===== src/rtl/fft_pkg.sv =====
// ------------------------------------------------------------------
// fft_pkg: shared types, select codes and width helpers for the FFT
// controller.   Rev 1.0
// ------------------------------------------------------------------
`default_nettype none

package fft_pkg;

    typedef enum logic [3:0] {
        ST_IDLE      = 4'd0,
        ST_LOAD      = 4'd1,
        ST_RD_E      = 4'd2,
        ST_RD_O      = 4'd3,
        ST_CAP       = 4'd4,
        ST_WR_T      = 4'd5,
        ST_WR_B      = 4'd6,
        ST_UNLD_RD   = 4'd7,
        ST_UNLD_WAIT = 4'd8
    } state_t;

    localparam logic [1:0] SEL_LOAD = 2'b00;
    localparam logic [1:0] SEL_TOP  = 2'b01;
    localparam logic [1:0] SEL_BOT  = 2'b10;

    function automatic int clog2(input int value);
        int r;
        r = 0;
        for (int i = 0; i < 31; i++) begin
            if ((1 << i) < value) r = i + 1;
        end
        return r;
    endfunction

    // Stage counter width; never narrower than one bit.
    function automatic int stage_w(input int l);
        return (clog2(l) < 1) ? 1 : clog2(l);
    endfunction

endpackage

`default_nettype wire


===== src/rtl/fft_controller_if.sv =====
// ------------------------------------------------------------------
// fft_controller_if: start, load and unload handshakes of the FFT
// controller.   Rev 1.0
// ------------------------------------------------------------------
`default_nettype none

interface fft_controller_if;
    logic i_start;
    logic i_in_valid;
    logic o_in_ready;
    logic o_out_valid;
    logic i_out_ready;
    logic o_busy;
    logic o_done;

    modport master (
        output i_start, i_in_valid, i_out_ready,
        input  o_in_ready, o_out_valid, o_busy, o_done
    );

    modport slave (
        input  i_start, i_in_valid, i_out_ready,
        output o_in_ready, o_out_valid, o_busy, o_done
    );
endinterface

`default_nettype wire


===== src/rtl/fft_addr_gen.sv =====
// ------------------------------------------------------------------
// fft_addr_gen: even/odd RAM and twiddle ROM addresses for butterfly b
// of stage s.   Rev 1.0
// ------------------------------------------------------------------
`default_nettype none

module fft_addr_gen
    import fft_pkg::*;
#(
    parameter int L  = 3,
    parameter int SW = stage_w(L)
) (
    input  logic [SW-1:0] s_i,
    input  logic [L-2:0]  b_i,
    output logic [L-1:0]  even_o,
    output logic [L-1:0]  odd_o,
    output logic [L-1:0]  tw_o
);

    logic [L-1:0]  b_ext;
    logic [L-1:0]  half;
    logic [L-1:0]  pos;
    logic [L-1:0]  grp;
    logic [L-1:0]  even;
    logic [SW-1:0] tw_shift;

    always_comb begin
        b_ext    = {1'b0, b_i};
        half     = L'(1) << s_i;
        pos      = b_ext & (half - L'(1));
        grp      = b_ext >> s_i;
        // pos < half, so bit s of even is always clear and odd is a plain OR
        even     = ((grp << s_i) << 1) | pos;
        tw_shift = SW'(L - 1) - s_i;
        even_o   = even;
        odd_o    = even | half;
        tw_o     = pos << tw_shift;
    end

endmodule

`default_nettype wire


===== src/rtl/fft_controller.sv =====
// ------------------------------------------------------------------
// fft_controller: load / butterfly / unload sequencer for the ping-pong
// radix-2 DIT FFT memory and datapath.   Rev 1.0
// ------------------------------------------------------------------
`default_nettype none

module fft_controller
    import fft_pkg::*;
#(
    parameter int   N  = 8,
    localparam int  L  = clog2(N),
    localparam int  SW = stage_w(L)
) (
    input  logic         clk,
    input  logic         rst,
    fft_controller_if.slave bus,
    output logic         o_RAM1_wr_en,
    output logic         o_RAM2_wr_en,
    output logic         o_RAM1_rd_en,
    output logic         o_RAM2_rd_en,
    output logic         o_ROM_rd_en,
    output logic [L-1:0] o_RAM1_wr_addr,
    output logic [L-1:0] o_RAM2_wr_addr,
    output logic [L-1:0] o_RAM1_rd_addr,
    output logic [L-1:0] o_RAM2_rd_addr,
    output logic [L-1:0] o_ROM_rd_addr,
    output logic [1:0]   o_ctrl_RAM1_data,
    output logic [1:0]   o_ctrl_RAM2_data,
    output logic         o_ctrl_data,
    output logic         o_ctrl_even_odd,
    output logic         o_even_vld,
    output logic         o_odd_vld
);

    localparam logic [L-1:0]  CNT_LAST = L'(N - 1);
    localparam logic [L-2:0]  B_LAST   = (L - 1)'(N / 2 - 1);
    localparam logic [SW-1:0] S_LAST   = SW'(L - 1);
    // Each stage swaps RAMs, so an odd stage count leaves results in RAM2.
    localparam logic          RES_RAM2 = (L % 2 == 1);

    state_t        state_q, state_d;
    logic [L-1:0]  cnt_q, cnt_d;
    logic [SW-1:0] s_q, s_d;
    logic [L-2:0]  b_q, b_d;
    logic          done_q, done_d;

    logic [L-1:0]  cnt_rev;
    logic [L-1:0]  even_addr;
    logic [L-1:0]  odd_addr;
    logic [L-1:0]  tw_addr;
    logic          src_ram2;
    logic          in_ready;
    logic          out_valid;

    fft_addr_gen #(
        .L  (L),
        .SW (SW)
    ) u_addr_gen (
        .s_i    (s_q),
        .b_i    (b_q),
        .even_o (even_addr),
        .odd_o  (odd_addr),
        .tw_o   (tw_addr)
    );

    always_comb begin
        cnt_rev = '0;
        for (int i = 0; i < L; i++) cnt_rev[i] = cnt_q[L-1-i];
    end

    always_comb begin
        state_d = state_q;
        cnt_d   = cnt_q;
        s_d     = s_q;
        b_d     = b_q;
        done_d  = 1'b0;
        case (state_q)
            ST_IDLE: begin
                if (bus.i_start) begin
                    state_d = ST_LOAD;
                    cnt_d   = '0;
                end
            end
            ST_LOAD: begin
                if (bus.i_in_valid) begin
                    cnt_d = cnt_q + L'(1);
                    if (cnt_q == CNT_LAST) begin
                        state_d = ST_RD_E;
                        s_d     = '0;
                        b_d     = '0;
                    end
                end
            end
            ST_RD_E: state_d = ST_RD_O;
            ST_RD_O: state_d = ST_CAP;
            ST_CAP:  state_d = ST_WR_T;
            ST_WR_T: state_d = ST_WR_B;
            ST_WR_B: begin
                state_d = ST_RD_E;
                if (b_q == B_LAST) begin
                    b_d = '0;
                    if (s_q == S_LAST) begin
                        state_d = ST_UNLD_RD;
                        s_d     = '0;
                        cnt_d   = '0;
                    end else begin
                        s_d = s_q + SW'(1);
                    end
                end else begin
                    b_d = b_q + (L - 1)'(1);
                end
            end
            ST_UNLD_RD: state_d = ST_UNLD_WAIT;
            ST_UNLD_WAIT: begin
                if (bus.i_out_ready) begin
                    if (cnt_q == CNT_LAST) begin
                        state_d = ST_IDLE;
                        cnt_d   = '0;
                        done_d  = 1'b1;
                    end else begin
                        state_d = ST_UNLD_RD;
                        cnt_d   = cnt_q + L'(1);
                    end
                end
            end
            default: state_d = ST_IDLE;
        endcase
    end

    always_ff @(posedge clk or posedge rst) begin
        if (rst) begin
            state_q <= ST_IDLE;
            cnt_q   <= '0;
            s_q     <= '0;
            b_q     <= '0;
            done_q  <= 1'b0;
        end else begin
            state_q <= state_d;
            cnt_q   <= cnt_d;
            s_q     <= s_d;
            b_q     <= b_d;
            done_q  <= done_d;
        end
    end

    assign src_ram2 = s_q[0];

    always_comb begin
        in_ready         = 1'b0;
        out_valid        = 1'b0;
        o_RAM1_wr_en     = 1'b0;
        o_RAM2_wr_en     = 1'b0;
        o_RAM1_rd_en     = 1'b0;
        o_RAM2_rd_en     = 1'b0;
        o_ROM_rd_en      = 1'b0;
        o_RAM1_wr_addr   = '0;
        o_RAM2_wr_addr   = '0;
        o_RAM1_rd_addr   = '0;
        o_RAM2_rd_addr   = '0;
        o_ROM_rd_addr    = '0;
        o_ctrl_RAM1_data = SEL_LOAD;
        o_ctrl_RAM2_data = SEL_LOAD;
        o_ctrl_data      = 1'b0;
        o_ctrl_even_odd  = 1'b0;
        o_even_vld       = 1'b0;
        o_odd_vld        = 1'b0;
        case (state_q)
            ST_LOAD: begin
                in_ready         = 1'b1;
                o_RAM1_wr_en     = bus.i_in_valid;
                o_RAM1_wr_addr   = cnt_rev;
                o_ctrl_RAM1_data = SEL_LOAD;
            end
            ST_RD_E: begin
                o_ctrl_data = src_ram2;
                if (src_ram2) begin
                    o_RAM2_rd_en   = 1'b1;
                    o_RAM2_rd_addr = even_addr;
                end else begin
                    o_RAM1_rd_en   = 1'b1;
                    o_RAM1_rd_addr = even_addr;
                end
            end
            ST_RD_O: begin
                o_ctrl_data   = src_ram2;
                o_even_vld    = 1'b1;
                o_ROM_rd_en   = 1'b1;
                o_ROM_rd_addr = tw_addr;
                if (src_ram2) begin
                    o_RAM2_rd_en   = 1'b1;
                    o_RAM2_rd_addr = odd_addr;
                end else begin
                    o_RAM1_rd_en   = 1'b1;
                    o_RAM1_rd_addr = odd_addr;
                end
            end
            ST_CAP: begin
                o_ctrl_data     = src_ram2;
                o_ctrl_even_odd = 1'b1;
                o_odd_vld       = 1'b1;
            end
            ST_WR_T, ST_WR_B: begin
                o_ctrl_data = src_ram2;
                if (src_ram2) begin
                    o_RAM1_wr_en     = 1'b1;
                    o_RAM1_wr_addr   = (state_q == ST_WR_T) ? even_addr : odd_addr;
                    o_ctrl_RAM1_data = (state_q == ST_WR_T) ? SEL_TOP : SEL_BOT;
                end else begin
                    o_RAM2_wr_en     = 1'b1;
                    o_RAM2_wr_addr   = (state_q == ST_WR_T) ? even_addr : odd_addr;
                    o_ctrl_RAM2_data = (state_q == ST_WR_T) ? SEL_TOP : SEL_BOT;
                end
            end
            ST_UNLD_RD, ST_UNLD_WAIT: begin
                // Address and RAM select are held through the wait so the
                // presented result cannot change before it is accepted.
                o_ctrl_data = RES_RAM2;
                out_valid   = (state_q == ST_UNLD_WAIT);
                if (RES_RAM2) begin
                    o_RAM2_rd_en   = (state_q == ST_UNLD_RD);
                    o_RAM2_rd_addr = cnt_q;
                end else begin
                    o_RAM1_rd_en   = (state_q == ST_UNLD_RD);
                    o_RAM1_rd_addr = cnt_q;
                end
            end
            default: ;
        endcase
    end

    assign bus.o_in_ready  = in_ready;
    assign bus.o_out_valid = out_valid;
    assign bus.o_busy      = (state_q != ST_IDLE);
    assign bus.o_done      = done_q;

endmodule

`default_nettype wire


===== src/flat_wrapper.sv =====
// flat-port wrapper written by rule: the top's interface ports become plain ports
module fft_controller_flat import fft_pkg::*;
#(
    parameter int   N  = 8,
    localparam int  L  = clog2(N),
    localparam int  SW = stage_w(L)
)
  (clk, rst, o_RAM1_wr_en, o_RAM2_wr_en, o_RAM1_rd_en, o_RAM2_rd_en, o_ROM_rd_en, o_RAM1_wr_addr, o_RAM2_wr_addr, o_RAM1_rd_addr, o_RAM2_rd_addr, o_ROM_rd_addr, o_ctrl_RAM1_data, o_ctrl_RAM2_data, o_ctrl_data, o_ctrl_even_odd, o_even_vld, o_odd_vld, bus_i_start, bus_i_in_valid, bus_i_out_ready, bus_o_in_ready, bus_o_out_valid, bus_o_busy, bus_o_done);
  fft_controller_if bus_i ();
  input  logic clk;
  input  logic rst;
  output logic o_RAM1_wr_en;
  output logic o_RAM2_wr_en;
  output logic o_RAM1_rd_en;
  output logic o_RAM2_rd_en;
  output logic o_ROM_rd_en;
  output logic [L-1:0] o_RAM1_wr_addr;
  output logic [L-1:0] o_RAM2_wr_addr;
  output logic [L-1:0] o_RAM1_rd_addr;
  output logic [L-1:0] o_RAM2_rd_addr;
  output logic [L-1:0] o_ROM_rd_addr;
  output logic [1:0] o_ctrl_RAM1_data;
  output logic [1:0] o_ctrl_RAM2_data;
  output logic o_ctrl_data;
  output logic o_ctrl_even_odd;
  output logic o_even_vld;
  output logic o_odd_vld;
  input wire logic [$bits(bus_i.i_start)-1:0] bus_i_start;
  input wire logic [$bits(bus_i.i_in_valid)-1:0] bus_i_in_valid;
  input wire logic [$bits(bus_i.i_out_ready)-1:0] bus_i_out_ready;
  output wire logic [$bits(bus_i.o_in_ready)-1:0] bus_o_in_ready;
  output wire logic [$bits(bus_i.o_out_valid)-1:0] bus_o_out_valid;
  output wire logic [$bits(bus_i.o_busy)-1:0] bus_o_busy;
  output wire logic [$bits(bus_i.o_done)-1:0] bus_o_done;
  assign bus_i.i_start = bus_i_start;
  assign bus_i.i_in_valid = bus_i_in_valid;
  assign bus_i.i_out_ready = bus_i_out_ready;
  assign bus_o_in_ready = bus_i.o_in_ready;
  assign bus_o_out_valid = bus_i.o_out_valid;
  assign bus_o_busy = bus_i.o_busy;
  assign bus_o_done = bus_i.o_done;
  fft_controller #(.N(N)) u_core (.clk(clk), .rst(rst), .bus(bus_i), .o_RAM1_wr_en(o_RAM1_wr_en), .o_RAM2_wr_en(o_RAM2_wr_en), .o_RAM1_rd_en(o_RAM1_rd_en), .o_RAM2_rd_en(o_RAM2_rd_en), .o_ROM_rd_en(o_ROM_rd_en), .o_RAM1_wr_addr(o_RAM1_wr_addr), .o_RAM2_wr_addr(o_RAM2_wr_addr), .o_RAM1_rd_addr(o_RAM1_rd_addr), .o_RAM2_rd_addr(o_RAM2_rd_addr), .o_ROM_rd_addr(o_ROM_rd_addr), .o_ctrl_RAM1_data(o_ctrl_RAM1_data), .o_ctrl_RAM2_data(o_ctrl_RAM2_data), .o_ctrl_data(o_ctrl_data), .o_ctrl_even_odd(o_ctrl_even_odd), .o_even_vld(o_even_vld), .o_odd_vld(o_odd_vld));
endmodule

===== config.mk =====
export PLATFORM = sky130hd
export DESIGN_NAME = fft_controller_flat
export DESIGN_NICKNAME = d
export VERILOG_FILES = /design/src/rtl/fft_pkg.sv /design/src/rtl/fft_controller_if.sv /design/src/rtl/fft_addr_gen.sv /design/src/rtl/fft_controller.sv /design/src/flat_wrapper.sv
export SDC_FILE = /design/constraint.sdc
export NUM_CORES = 1
export LEC_CHECK = 0
export ABC_AREA = 1
export CAP_MARGIN = 20
export CORE_UTILIZATION = 50
export DETAILED_ROUTE_END_ITERATION = 7
export PLACE_DENSITY = 0.83
export SLEW_MARGIN = 20
export SYNTH_ARGS = -nofsm -noshare
export SYNTH_HDL_FRONTEND = slang
export SYNTH_HIERARCHICAL = 1
export SYNTH_SLANG_ARGS = --single-unit

===== constraint.sdc =====
create_clock -name clk -period 3.01 [get_ports clk]
set_clock_uncertainty 0.05 [all_clocks]
set_input_delay 0.602 -clock clk [delete_from_list [all_inputs] [get_ports clk]]
set_output_delay 0.602 -clock clk [all_outputs]
set_load 0.02 [all_outputs]

Yosys cells after proc, flatten, opt, wreduce, memory -nomap -nowiden
Index checks and enable logic that the tools add are counted.
- register bits after elaboration: 12
- bits in latches: 0
- bits in writable memories: 0
- memory bits (read-only): 0
- output and inout port bits: 32
- logic and storage cells: 99
- memories kept: 0
- $add $sub $neg: 5
- multipliers: 0
- div/mod/pow operators: 0
- order comparisons: 0
- equal/unequal tests: 17
- shift operators: 4
- multiplexer cells: 53
- bitwise gates (word level): 3
- reductions and logical operators: 12
- operators by type and width (kind ; number):
    $mux W3 ; 17
    $pmux W4 S9 ; 1
    $mux W2 ; 10
    $mux W4 ; 5
    $eq A4 B3 Y1 const B ; 4
    $pmux W3 S2 ; 2
    $pmux W3 S4 ; 1
    $mux W1 ; 11
    $pmux W3 S3 ; 1
    $eq A4 B2 Y1 const B ; 2
    $pmux W2 S2 ; 2
    $reduce_and A4 Y1 ; 2
    $reduce_bool A4 Y1 ; 2
    $ne A2 B1 Y1 const B ; 3
    $ne A2 B2 Y1 const B ; 3
    $or A3 B3 Y3 ; 2
    $pmux W1 S2 ; 3
    $reduce_and A6 Y1 ; 1
    $reduce_or A2 Y1 ; 3
    $reduce_or A5 Y1 ; 1
    $add A2 B1 Y2 const B ; 2
    $eq A2 B2 Y1 const B ; 2
    $eq A4 B1 Y1 const B ; 1
    $eq A4 B4 Y1 const B ; 1
    other kinds (12) ; 12

Logic depth before layout (Yosys ltp)
Gate-level depths: netlist of run 1.
- depth after elaboration: 8
- depth in mapped cells: 11
- mapped depth without buffers: 11

Modules after synthesis
Netlist of run 1, hierarchy kept.
- modules (own cells, without submodules) (module ; instances ; cells each ; area an instance (um2) ; sequential area each (um2)):
    fft_controller ; 1 ; 169 ; 1012.2 ; 300.3
    fft_addr_gen ; 1 ; 31 ; 153.9 ; 0.0

Worst setup path before layout of run 1
OpenSTA, ideal clock, no wires.
- kind: reg2out
- start point: register u_core.s_q[0]
- end point: output port o_RAM1_rd_addr[1]
- data arrival time: 1649 ps
- required time: 2358 ps
- slack: 709 ps
- stages on the path, launching flop included: 12
- cell sequence: dfrtp_1 -> inv_1 -> ha_1 -> inv_2 -> nand2_1 -> nand2_2 -> nand2_2 -> nand3_1 -> inv_1 -> o22ai_1 -> inv_1 -> nor2_1
- word-level cells in the longest chain between the ends: 7
- RTL lines (item ; line ; text):
    start: declaration ; fft_controller.sv:43 ; logic [SW-1:0] s_q, s_d;
    start signal: assignment ; fft_controller.sv:134 ; s_q <= '0;
    start signal: assignment ; fft_controller.sv:140 ; s_q <= s_d;
    $shl A1 B2 Y3 ; fft_addr_gen.sv:29 ; half = L'(1) << s_i;
    $sub A3 B1 Y3 ; fft_addr_gen.sv:30 ; pos = b_ext & (half - L'(1));
    $and A2 B3 Y3 ; fft_addr_gen.sv:30 ;
    $or A3 B3 Y3 ; fft_addr_gen.sv:33 ; even = ((grp << s_i) << 1) | pos;
    $or A3 B3 Y3 (*) ; fft_addr_gen.sv:36 ; odd_o = even | half;
    via u_core.odd_addr[1] ; fft_controller.sv:49 ; logic [L-1:0] odd_addr;
    $mux W3 (*) ; fft_controller.sv:189 ; if (src_ram2) begin
    $pmux W3 S2 (*) ; fft_controller.sv:167 ; case (state_q)
    end: declaration ; flat_wrapper.sv:19 ; output logic [L-1:0] o_RAM1_rd_addr;
Mark *: on every way through the listed nets, which the timed path passes. The rest lies on a longest branch.

Final worst setup path of run 1
- start point: register u_core.state_q[2]
- end point: output port o_RAM1_wr_addr[2]
- word-level cells in the longest chain between the ends: 4
- RTL lines (item ; line ; text):
    start: declaration ; fft_controller.sv:41 ; state_t state_q, state_d;
    start signal: assignment ; fft_controller.sv:138 ; state_q <= state_d;
    $eq A4 B3 Y1 ; fft_controller.sv:167, fft_controller.sv:206 ;
    $mux W3 ; fft_controller.sv:206 ; o_RAM1_wr_addr = (state_q == ST_WR_T) ? even_addr : odd_addr;
    $mux W3 ; fft_controller.sv:204 ; if (src_ram2) begin
    $pmux W3 S2 (*) ; fft_controller.sv:167 ;
    end: declaration ; flat_wrapper.sv:17 ; output logic [L-1:0] o_RAM1_wr_addr;
Every way passes the cells marked *; elsewhere a longest branch is shown, timed or not.

==> results of run 1 <==
-- worst max-delay path: stages, from the launching register on --
cell and delay [ns]:
dfrtp_1 0.44, inv_1 0.07, nor2_2 0.13, nand2_1 0.22, nand2_1 0.19, nand2_2 0.10, o22ai_1 0.15, clkdlybuf4s50_1 0.65
-- report_power, final --
part / total (mW) / switching, mW / internal, mW
clock: 0.0988 / 0.0524 / 0.0463
combinational: 0.863 / 0.542 / 0.321
sequential: 0.279 / 0.0666 / 0.212
total: 1.24 / 0.661 / 0.580
-- worst max-delay path by stage --
stage	end	slack, ns	depth (start not counted)
after floorplan	o_RAM1_rd_addr[1]	0.71	11
after CTS	o_RAM2_wr_addr[1]	0.01	12
after detailed placement	o_RAM2_rd_addr[1]	0.11	12
final	o_RAM1_wr_addr[2]	0.14	7
after global routing	o_RAM2_wr_addr[0]	0.003	7
after global placement	o_RAM2_rd_addr[1]	0.27	12
-- cells in the final DEF (no fill, tap or decap), types with 4 or more instances in the layout --
master,synthesis,final
a21oi_1,4,4
clkdlybuf4s50_1,0,29
dfrtp_1,12,10
dlymetal6s2s_1,0,4
ha_1,5,5
inv_1,43,43
nand2_1,50,49
nand2_2,3,4
nand3_1,14,14
nor2_1,26,26
nor2_2,7,6
o21ai_0,15,15
o22ai_1,6,6
-- registers in the layout (all words and copies together) (netlist names) --
signal / cells
u_core/bus.o_done: 1
u_core/s_q: 2
u_core/cnt_q: 3
u_core/b_q: 2
u_core/state_q: 4
-- stage by stage --
stage               utilization [%]  setup slack, ns
floorplan                         -            0.709
global placement               70.1            0.273
detailed placement             70.1            0.114
CTS                            71.0          0.00981
global route                   71.9          0.00290
finish                         71.9            0.139
-- layout make-up --
cell class / instances / area (sq um) / area share [%]
tap: 28 / 35.0 / 2.20
multi-input combinational: 139 / 678 / 42.6
timing repair buffer: 38 / 383 / 24.1
sequential: 12 / 303 / 19.0
clock buffer: 3 / 22.5 / 1.42
inverter: 45 / 169 / 10.6
-- synth_stat cells, drive strengths merged --
library cell / n
a21boi: 1
nor2: 33
clkbuf: 1
o21ai: 18
buf: 3
nand2: 53
nand3b: 1
nand4: 1
nand3: 14
o22ai: 6
a21oi: 4
dfrtp: 12
nor3: 2
o21bai: 1
ha: 5
inv: 45
-- metal layers --
metal,share of wire (%),GRT usage (%)
met5,0,0
met4,1.1,10.6
met1,40,33.6
met3,8.2,4.24
met2,50,51.6
-- cells by family after synthesis --
logic type,after synthesis,synth area share [%]
flip-flops,12,25.8
AND/OR/NAND/NOR,104,37.9
AO/OA/AOI/OAI,30,14.3
buffers and inverters,49,16.7
adder cells (fa/ha/maj),5,5.36
-- timing repair --
| item | in CTS | in global routing |
|---|---|---|
| resized for setup | 4 | 8 |
| buffers inserted | 0 | 0 |
| hold endpoints to repair | 0 | 0 |
| setup endpoints to repair | 6 | 9 |
| cloned | 0 | 0 |
==> flow_summary.yaml, run 1 <==
synthesis:
  yosys.area.top_type: "dfrtp_1"
  synth.area.top_cells: "dfrtp_1 (26%), nand2_1 (16%), inv_1 (14%), nor2_1 (8.4%), o21ai_0 (6.4%)"
  syn_inst: 200
  netlist_area_sq_mm: 0.00117
  ys_seq_area_share_pct: 25.8
  synth.avg_cell_area_sq_um: 5.83
  syn_nets: 210
  synth_cell_type_count: 21
  synth_top_area_share_pct: 25.8
  yosys_warnings: 6
  ys_seq_elements: 12
finish:
  antenna_cells: 0
  area_growth_pct: 36.4
  fill_cells: 205
  fin_nets: 249
  final_cells: 265
  drive_gt1_share_pct: 8.86
  fin_area_sq_mm: 0.00159
drt:
  drt_iter0_drc: 79
  antenna_left: 0
  via_count: 1438
  wl_microns: 3410
  wl_per_cell_microns: 12.9
  viasPerCell: 5.43
  drtPass1Iterations: 4
  post-route-drc-count: 0
clock_tree:
  cts_buffer_depth: 2
  numCtsBuffers: 3
  path_clk_slew_ns: 0.08
  cts_hold_buffers: 0
  cts.sink_count: 12
  ctsRootBufferMaster: "clkbuf_4"
  cts_max_level: 1
  cts_tree: "done"
  clk_latency_ns: 0.27
setup_path:
  worstPathArrival_ns: 2.22
  cp_max_fo: 9
  r2r_end: "u_core/cnt_q[0]"
  endpoint_kind: "primary output"
  crit_start: "u_core/state_q[2]"
  rr_worst_depth: 9
  rr_startpoint: "u_core/s_q[0]"
  critPathLaunchType: "flip-flop"
  worst_ep_required_time_ns: 2.36
  crit_type: "reg2out"
  worst-r2r-setup-slack_ns: 1.29
global_route:
  grt_pass1_vias: 1290
  grt_antenna_before_repair: 0
  grt_use_total_pct: 28.5
  grt_pass1_wl_microns: 5400
  grt_max_degree: 13
  grt-ovfl-total: 0
power:
  p_leak_nw: 0.888
  power_mw: 1.24
  p_per_area_mw_per_mm2: 780
  vdd_drop_max_v: 0.000654
timing:
  whs_ns: 0.475
  tightest_slew_ns: 0.516
  tns_ns: 0
  rsz0062_at_grt: "false"
  maxSlewHeadroom_pct: 65.6
  setup_viol_count_final: 0
  fin_crit_ns: 2.87
  drv_slew: 0
  finalCritPeriodShare_pct: 95.4
  fmax_ghz: 0.348
  finalHoldViolations: 0
floorplan:
  design.die.area_sq_mm: 0.00253
  io_pins: 37
  die_h_microns: 50.3
  die_w_microns: 50.3
  rows: 17
  coreArea_sq_mm: 0.00221
  start_util_pct: 52.7
placement:
  placed_cells: 262
  io_buffers: 36
  place_area_sq_mm: 0.00155
  dp_hpwl_microns: 2710
  place_congestion: 0.943
min_path:
  min_from: "u_core/cnt_q[2]"
  min_path_cells: 2
  hold_end: "u_core/cnt_q[2]"
  hp-class: "reg2reg"
flow_run:
  drv_cap: 0
outcome:
  status: "finished, final reports clean"
No activity file was read; power rests on OpenSTA's default activity.
==> run 2, diff against run 1 <==
--- a/config.mk
+++ b/config.mk
@@ -5,11 +5,11 @@
 export SDC_FILE = /design/constraint.sdc
 export NUM_CORES = 1
 export LEC_CHECK = 0
-export ABC_AREA = 1
 export CAP_MARGIN = 20
-export CORE_UTILIZATION = 50
+export CORE_UTILIZATION = 51
+export CTS_CLUSTER_SIZE = 25
 export DETAILED_ROUTE_END_ITERATION = 7
-export PLACE_DENSITY = 0.83
+export PLACE_DENSITY = 0.84
 export SLEW_MARGIN = 20
 export SYNTH_ARGS = -nofsm -noshare
 export SYNTH_HDL_FRONTEND = slang
==> run 2 against run 1 <==
Effect of this change:
- first-iteration DRC count down 24%
- area after synthesis up 6.7%
- sequential power up 18%
- largest power group unchanged
==> flow_summary.yaml, run 2 <==
timing:
  drv_slew: 0
  maxSlewHeadroom_pct: 69.5
  setup_viol_count_final: 0
  fmax_ghz: 0.336
  finalCritPeriodShare_pct: 98.9
  tightest_slew_ns: 0.458
  finalHoldViolations: 0
  whs_ns: 0.563
  fin_crit_ns: 2.98
synthesis:
  synth_cell_type_count: 46
  synth_xor_area_share_pct: 2.01
  synth_top_family_by_area: "simple AND/OR/NAND/NOR gates"
  synth.area.mux_share_pct: 5.94
  ys_seq_area_share_pct: 24.1
  synth_top_area_share_pct: 24.1
  synthTopCellsByCount: "nor2_1 (16), nand2_1 (14), dfrtp_1 (12)"
  yosys_warnings: 6
  synth.avg_cell_area_sq_um: 8.02
  synth.area.top_cells: "dfrtp_1 (24%), ha_1 (5.0%), nor2_1 (4.8%), nand2_1 (4.2%), a22o_1 (4.2%)"
  synthMostInstantiatedCell: "nor2_1"
  netlist_area_sq_mm: 0.00124
  synth_compound_area_share_pct: 20.4
  synthAdderAreaFrac_pct: 5.03
  yosys.area.top_type: "dfrtp_1"
  synth-simple-area-share_pct: 34.9
  synth_edf_count: 0
  syn_inst: 155
  ys_seq_elements: 12
  synthFlopType: "dfrtp_1"
  async_flop_share_pct: 100
  syn_nets: 165
placement:
  io_buffers: 36
  dp_hpwl_microns: 2560
  place_congestion: 0.814
  placed_cells: 214
setup_path:
  critPathMaxStageDelay_ns: 0.62
  cp_max_fo: 16
  crit_type: "reg2out"
  cpMostUsedCell: "nor2_1"
  worst_ep_required_time_ns: 2.36
  cp_num_buf_inv: 1
  worstPathCellList: "and4bb_4 > nor2_1 > or2_1 > nor2_1 > clkdlybuf4s50_1"
  cp_top_family: "simple AND/OR/NAND/NOR gates"
  slowest_stage: "clkdlybuf4s50_1"
  endpoint_kind: "primary output"
  worstPathArrival_ns: 2.33
  critPathLaunchType: "flip-flop"
drt:
  post-route-drc-count: 0
  wl_per_cell_microns: 15.7
  drt_iter0_drc: 60
  viasPerCell: 6.02
  antenna_left: 0
  via_count: 1324
  drtPass1Iterations: 7
  wl_microns: 3460
global_route:
  grt_max_degree: 17
  grt_antenna_before_repair: 0
  grt_pass1_vias: 1159
  grt-ovfl-total: 0
  grt_pass1_wl_microns: 5220
  grt_use_total_pct: 26.7
floorplan:
  rows: 17
  coreArea_sq_mm: 0.00225
  design.die.area_sq_mm: 0.00264
  die_w_microns: 51.4
  start_util_pct: 55.2
  io_pins: 37
  die_h_microns: 51.4
finish:
  final-seq-area_sq_um: 304
  top_register: "u_core/state_q"
  area_growth_pct: 35.6
  multi_input_area_sq_um: 858
  largest_reg_flops: 4
  final_cells: 220
  final_common_cell: "clkdlybuf4s50_1"
  fin_nets: 204
  fill_cells: 179
  antenna_cells: 0
  layout_common_cells: "clkdlybuf4s50_1 (31), nor2_1 (15), nand2_1 (14)"
  drive_gt1_share_pct: 14.6
  top_regs: "u_core/state_q (4), u_core/cnt_q (3)"
power:
  seqPwrFrac_pct: 22.6
  p_per_area_mw_per_mm2: 867
  p_int_uw: 756
  p_leak_nw: 0.794
  p_sw_share_pct: 48.3
  pwr-share-comb_pct: 70.6
  clockPowerShare_pct: 6.8
  vdd_drop_max_v: 0.000607
  p_switching_uw: 705
clock_tree:
  cts.sink_count: 12
  numCtsBuffers: 3
  ctsRootBufferMaster: "clkbuf_4"
  cts_tree: "done"
  path_clk_slew_ns: 0.07
  cts_buffer_depth: 2
  clk_latency_ns: 0.28
  cts_max_level: 1
  cts_hold_buffers: 0
outcome:
  status: "finished, final reports clean"
flow_run:
  drv_cap: 0
min_path:
  hp-class: "reg2reg"
-- run 2: worst register-to-register path, stage by stage (launching register included) --
cell,delay (ns)
dfrtp_1,0.49
buf_4,0.22
nor4b_4,0.37
buf_4,0.19
o21ai_1,0.09
a22o_1,0.26
-- run 2: per-layer routing --
layer | share of wire [%] | vias to the layer above | global-route usage [%]
li1 | - | 627 | -
met1 | 43 | 620 | 35.2
met2 | 49 | 63 | 44.8
met3 | 5.8 | 14 | 2.68
met4 | 2.7 | 0 | 9.91
met5 | 0 | - | 0
-- run 2: per-stage QoR --
step	util, %	area, sq um	TNS (ns)	setup WS [ns]	total power [mW]
after floorplan	-	1240	0	0.627	0.977
after global placement	71.7	1620	0	0.320	1.26
after detailed placement	71.7	1620	0	0.252	1.29
after CTS	73.0	1650	0	0.000651	1.40
after global routing	74.8	1690	-0.0309	-0.0309	1.56
final	74.8	1690	0	0.0322	1.46
-- run 2: cell families (layout without fill, tap and decap cells) --
kind of cell	after synthesis	after routing
AOI/OAI and AO/OA	37	37
xor gates and xnor gates	2	2
adders and majority gates	5	5
buffers and inverters	18	55
DFF	12	12
muxes	7	7
and+or+nand+nor	74	74
-- run 2: worst paths after layout --
kind | to | cells after the start | start | slack, ns
worst max register to register | u_core/s_q[0] | 5 | u_core/state_q[2] | 1.21
worst min register to register | u_core/cnt_q[2] | 1 | u_core/cnt_q[2] | 0.56
min in group asynchronous | u_core/state_q[2] | 2 | rst | 0.57
worst max-delay path | o_RAM2_wr_addr[1] | 5 | u_core/state_q[1] | 0.03
worst min-delay path | u_core/cnt_q[2] | 1 | u_core/cnt_q[2] | 0.56
max in group asynchronous | u_core/state_q[0] | 2 | rst | 2.00
-- run 2: final cells by class --
type,instances,area share [%]
clock buffers,3,1.34
inverters,7,1.56
multi-input cells,125,50.9
flip-flops and latches,12,18.0
well taps,28,2.08
repair buffers,45,26.1
-- run 2: repair_timing --
item	CTS	global route
endpoints found under the hold margin	0	0
endpoints found under the setup margin	4	9
setup buffers	0	3
resized for setup	3	8
pin swaps	0	1
-- run 2: power groups by stage --
| stage | registers [mW] | clock network (mW) | logic (mW) |
|---|---|---|---|
| after global placement | 0.316 | 0 | 0.947 |
| after CTS | 0.323 | 0.0989 | 0.978 |
| final | 0.330 | 0.0995 | 1.03 |
| after floorplan | 0.259 | 0 | 0.719 |
| after global routing | 0.340 | 0.109 | 1.11 |
| after detailed placement | 0.323 | 0 | 0.971 |
